`src/rtl/aurora_pkg.sv`:
```
// rtl/aurora_pkg.sv - shared pipeline widths, MEM-stage FSM states and default timeout
package aurora_pkg;

    localparam int DWORD_W                = 64;
    localparam int REG_ADDR_W             = 5;
    localparam int TIMEOUT_CYCLES_DEFAULT = 255;

    typedef enum logic [1:0] {
        IDLE  = 2'd0,
        WAIT  = 2'd1,
        ABORT = 2'd2
    } mem_state_t;

endpackage

```
`src/rtl/mem_wb_reg.sv`:
```
// rtl/mem_wb_reg.sv - MEM/WB pipeline register bank with bubble insertion
module mem_wb_reg
    import aurora_pkg::*;
(
    input  logic                  clk_i,
    input  logic                  rst_i,
    input  logic                  bubble_i,
    input  logic                  reg_write_en_i,
    input  logic                  mem_to_reg_i,
    input  logic [DWORD_W-1:0]    mem_data_i,
    input  logic [DWORD_W-1:0]    alu_i,
    input  logic [REG_ADDR_W-1:0] reg_write_addr_i,
    output logic                  reg_write_en_o,
    output logic                  mem_to_reg_o,
    output logic [DWORD_W-1:0]    mem_data_o,
    output logic [DWORD_W-1:0]    alu_o,
    output logic [REG_ADDR_W-1:0] reg_write_addr_o
);

    always_ff @(posedge clk_i) begin
        if (rst_i || bubble_i) begin
            reg_write_en_o   <= 1'b0;
            mem_to_reg_o     <= 1'b0;
            mem_data_o       <= '0;
            alu_o            <= '0;
            reg_write_addr_o <= '0;
        end else begin
            reg_write_en_o   <= reg_write_en_i;
            mem_to_reg_o     <= mem_to_reg_i;
            mem_data_o       <= mem_data_i;
            alu_o            <= alu_i;
            reg_write_addr_o <= reg_write_addr_i;
        end
    end

endmodule

```
`src/rtl/mem_stage.sv`:
```
// rtl/mem_stage.sv - MEM stage: doubleword load/store FSM, watchdog abort, MEM/WB register
// Optional alignment trap: MEM_STAGE_MISALIGN_CHECK_EN
module mem_stage
    import aurora_pkg::*;
#(
    parameter int DMEM_ADDR_W    = 10,
    parameter int TIMEOUT_CYCLES = TIMEOUT_CYCLES_DEFAULT
) (
    input  logic                   clk_i,
    input  logic                   rst_i,
    input  logic                   reg_write_en_i,
    input  logic                   mem_write_en_i,
    input  logic                   mem_to_reg_i,
    input  logic [DWORD_W-1:0]     alu_i,
    input  logic [DWORD_W-1:0]     reg_data2_i,
    input  logic [REG_ADDR_W-1:0]  reg_write_addr_i,
    output logic                   stall_o,
    output logic                   dmem_req_o,
    output logic                   dmem_we_o,
    output logic [DMEM_ADDR_W-1:0] dmem_addr_o,
    output logic [DWORD_W-1:0]     dmem_wdata_o,
    input  logic [DWORD_W-1:0]     dmem_rdata_i,
    input  logic                   dmem_ack_i,
    output logic                   reg_write_en_o,
    output logic                   mem_to_reg_o,
    output logic [DWORD_W-1:0]     mem_data_o,
    output logic [DWORD_W-1:0]     alu_o,
    output logic [REG_ADDR_W-1:0]  reg_write_addr_o,
    output logic                   timeout_err_o,
    output logic                   misalign_o
);

    // Last WAIT cycle index; the abort fires when no ack arrives in it.
    localparam logic [15:0] LAST_WAIT = 16'(TIMEOUT_CYCLES - 1);

    mem_state_t         state;
    logic [15:0]        wait_cnt;
    logic               mem_op;
    logic               misalign;
    logic               issue;
    logic               bubble;
    logic [DWORD_W-1:0] load_data;

    assign mem_op = mem_write_en_i | mem_to_reg_i;

`ifdef MEM_STAGE_MISALIGN_CHECK_EN
    assign misalign = mem_op & (alu_i[2:0] != 3'b000);
`else
    assign misalign = 1'b0;
`endif

    assign issue        = (state == IDLE) & mem_op & ~misalign;
    assign dmem_req_o   = ~rst_i & (issue | (state == WAIT));
    assign stall_o      = dmem_req_o & ~dmem_ack_i;
    assign dmem_we_o    = dmem_req_o & mem_write_en_i;
    assign dmem_addr_o  = alu_i[DMEM_ADDR_W+2:3];
    assign dmem_wdata_o = reg_data2_i;

    // A misaligned op is consumed without a request, so it must leave as a bubble too.
    assign bubble    = stall_o | (state == ABORT) | ((state == IDLE) & misalign);
    assign load_data = (mem_to_reg_i & ~mem_write_en_i) ? dmem_rdata_i : '0;

    always_ff @(posedge clk_i) begin
        if (rst_i) begin
            state         <= IDLE;
            wait_cnt      <= '0;
            timeout_err_o <= 1'b0;
            misalign_o    <= 1'b0;
        end else begin
            misalign_o <= (state == IDLE) & misalign;
            case (state)
                IDLE: begin
                    if (issue && !dmem_ack_i) begin
                        state    <= WAIT;
                        wait_cnt <= '0;
                    end
                end
                WAIT: begin
                    if (dmem_ack_i) begin
                        state <= IDLE;
                    end else if (wait_cnt == LAST_WAIT) begin
                        state         <= ABORT;
                        timeout_err_o <= 1'b1;
                    end else begin
                        wait_cnt <= wait_cnt + 16'd1;
                    end
                end
                ABORT:   state <= IDLE;
                default: state <= IDLE;
            endcase
        end
    end

    mem_wb_reg u_mem_wb_reg (
        .clk_i            (clk_i),
        .rst_i            (rst_i),
        .bubble_i         (bubble),
        .reg_write_en_i   (reg_write_en_i),
        .mem_to_reg_i     (mem_to_reg_i),
        .mem_data_i       (load_data),
        .alu_i            (alu_i),
        .reg_write_addr_i (reg_write_addr_i),
        .reg_write_en_o   (reg_write_en_o),
        .mem_to_reg_o     (mem_to_reg_o),
        .mem_data_o       (mem_data_o),
        .alu_o            (alu_o),
        .reg_write_addr_o (reg_write_addr_o)
    );

endmodule

```
`config.mk`:
```
export PLATFORM = sky130hd
export DESIGN_NAME = mem_stage
export DESIGN_NICKNAME = d
export VERILOG_FILES = /design/src/rtl/aurora_pkg.sv /design/src/rtl/mem_wb_reg.sv /design/src/rtl/mem_stage.sv
export SDC_FILE = /design/constraint.sdc
export NUM_CORES = 1
export LEC_CHECK = 0
export ABC_CLOCK_PERIOD_IN_PS = 2500
export CORE_AREA = 2 2 163 165
export DETAILED_ROUTE_END_ITERATION = 10
export DIE_AREA = 0 0 165 167
export PLACE_DENSITY = 0.56
export SLEW_MARGIN = 20
export SYNTH_ARGS = -nofsm -noshare
export SYNTH_HDL_FRONTEND = slang
export SYNTH_SLANG_ARGS = --single-unit
```
`constraint.sdc`:
```
create_clock -name clk_i -period 2.5 [get_ports clk_i]
set_clock_uncertainty 0.1 [all_clocks]
set_input_delay 0.5 -clock clk_i [delete_from_list [all_inputs] [get_ports clk_i]]
set_output_delay 0.5 -clock clk_i [all_outputs]
set_load 0.02 [all_outputs]
```
==> run metrics <==
Setup Buffers After CTS 0; final period utilization 96.20%; I/O Pins 417; PwrDens 658.8 nW/um2; Max VDD drop 0.2927 mV; syn_area_per_cell 10.84 um2; Critical Path Fanout Max 3; post-synthesis cell area 5396 um2; post-route antenna net violation count 0; RSZ-0062 raised after global routing no; largest net degree at the start of global routing 65; Max Slew Vio Count 0; Placed Instances 1,040; slowest CP cell clkdlybuf4s50_1; HP Start timeout_err_o; Critical Path Start Type input pin; Max clock buf depth 2; Setup crit end kind output port; distinct cell type count after synthesis 50; #FFs+latches synth 154; final hold vios 0; ys async rst share 0%; final worst setup slack 0.09504 ns; status complete, no violations; crit path kind input pin to output port; Primary FF master, synth dfxtp_1; CTS Sinks 154; Period minus WS final 2.405 ns; vias per inst 3.900; final setup violation count 0; IO Port Bufs 287; setup TNS 0 ns; Reg-to-Reg End wait_cnt[13]; HP Class flip-flop to flip-flop; Initial DRC Count 251; 1st-pass router iterations 4; layout cells sized above 1 8.277%; Critical Path Max Stage Delay 0.49 ns; die height 167 um; Initial Utilization 20.95%; Post-synth EDFFs 0; remaining global-route overflow 0; Worst R2R Setup Slack 0.26 ns; CTS clk-pin slew, worst paths 0.07 ns; die width 165 um; Setup WS pre-CTS -0.3045 ns; WHS Endpoint timeout_err_o; initial antenna violation count 0; Cells on Worst Hold Path 1; first-pass GRT wire length 25.07 mm; clk_lat worst skew 0.41 ns; Layout area overhead 61.91%; Fmax achieved 415.8 MHz; synthesized netlist net count 703; CTS Hold Bufs 0; maxcap violations 0; Critical Path AT 1.80 ns; RePlAce Congestion 0.8639; clk root buf clkbuf_16; Post-DP HPWL 13.80 mm; post-route core utilization 33.91%; Rows 59; critical path cell sequence clkdlybuf4s50_1 > nor3_1 > or3_1 > inv_1 > clkdlybuf4s15_1; vias in the first global route 4,035; CTS H-tree depth 4; cell count after synthesis 498; fill cell count 2,624; Reg2Reg Launch Point wait_cnt[0]; CP required 1.90 ns; TritonCTS clock tree done; sequential-to-total area share from yosys stat 57.13%; Core ar. 25,760 um2; total CTS buffers 17; DRC 0; final net count 929; Detailed Route WL 17.59 mm; die area 27,560 um2; Min Hold Slack 0.3593 ns; cells on worst reg2reg path 7; LEAKAGE 3.304 nW; via count 4,181; Yosys Warn Count 0; Routed WL per cell 16.41 um; diode count 0; Layout Cells excl Fill 1,072; Total Routing Usage GR 12.44%
worst max-delay path by stage:
stage,startpoint,to,slack [ns],cells after the start
detailed placement,mem_write_en_i,dmem_we_o,-0.30,6
CTS,mem_write_en_i,dmem_we_o,0.04,6
floorplan,wait_cnt[1],wait_cnt[13],0.50,6
global route,mem_write_en_i,dmem_req_o,0.03,5
global placement,mem_write_en_i,dmem_we_o,-0.27,6
finish,mem_write_en_i,dmem_req_o,0.1,5
final cells by class:
cell class / count / area (um2) / share of cell area (%)
repair buffers: 305 / 3010 / 34.46
clock buffers: 17 / 425.4 / 4.869
flip-flops and latches: 154 / 3083 / 35.29
multi-input cells: 236 / 1593 / 18.23
inverters: 10 / 37.54 / 0.4296
clock inverters: 15 / 168.9 / 1.933
well taps: 335 / 419.2 / 4.797
through the flow:
step | total power, W | area (um2)
2_1_floorplan | 0.002983 | 5396
3_3_place_gp | 0.003263 | 8153
3_5_place_dp | 0.003262 | 8153
4_1_cts | 0.005894 | 8746
5_1_grt | 0.006037 | 8737
6_report | 0.005756 | 8737
report_power, final:
part / internal, W / switching, W / total, W / leakage (nW)
Combinational: 0.000390 / 0.000253 / 0.000643 / 1.75
Clock: 0.00135 / 0.00121 / 0.00256 / 0.292
Sequential: 0.00253 / 0.0000220 / 0.00255 / 1.26
Total: 0.00427 / 0.00149 / 0.00576 / 3.30
cell families after synthesis:
family / count (synthesis) / share of synthesized area (%)
flip-flops: 154 / 57.13
AO/OA/AOI/OAI: 43 / 6.469
adder cells (fa/ha/maj): 2 / 0.4636
other: 1 / 0.06949
buffers and inverters: 108 / 13.38
AND/OR/NAND/NOR: 190 / 22.49
cell usage in the layout (no fill, tap or decap), types with 3 or more instances in the layout:
cell type,instances
clkinv_4,4
o311ai_0,7
a21oi_1,5
dfxtp_1,154
o31ai_1,7
nand2_1,6
o21ai_0,4
or3_1,5
nand3_1,5
buf_4,17
clkdlybuf4s50_1,284
inv_1,10
inv_8,6
and2_1,138
clkbuf_16,17
clkinv_8,3
and3_1,3
or4_1,4
nor2_1,5
a31oi_1,3
nand4_1,6
cells in the mapped netlist, drive strengths merged, types with 3 or more instances:
cell type	number	area share, %
a31oi	3	0.35
nor2	5	0.35
nor4	4	0.86
buf	81	12
nand4	6	0.70
inv	10	0.70
o311ai	8	1.3
and2	138	16
dfxtp	154	57
clkbuf	17	1.2
and3	3	0.35
a21oi	5	0.46
or4	5	0.77
nand2	6	0.42
nand3	5	0.46
o31ai	7	0.97
o21ai	4	0.37
or3	5	0.58
sequential cells by signal (all words and copies together), names as in the netlist:
register,count
u_mem_wb_reg.alu_o,64
u_mem_wb_reg.mem_to_reg_o,1
u_mem_wb_reg.reg_write_en_o,1
wait_cnt,16
u_mem_wb_reg.mem_data_o,64
u_mem_wb_reg.reg_write_addr_o,5
timeout_err_o,1
state,2
routing by layer:
layer / track usage, % / routed length, um
met5: 0 / 0
met4: 3.781 / 194
met3: 6.625 / 2275
met2: 23.33 / 9284
met1: 11.36 / 5837
worst max-delay path: cells and delay by family:
kind | cells | cell delay (ns)
buffers and inverters | 3 | 0.88
AND/OR/NAND/NOR | 2 | 0.43
what timing repair did:
item	4_1_cts	5_1_grt
gates resized for setup	5	4
gates cloned	0	0
endpoints found under the setup margin	3	3
pin swaps	0	0
No activity file was read; power rests on OpenSTA's default activity.
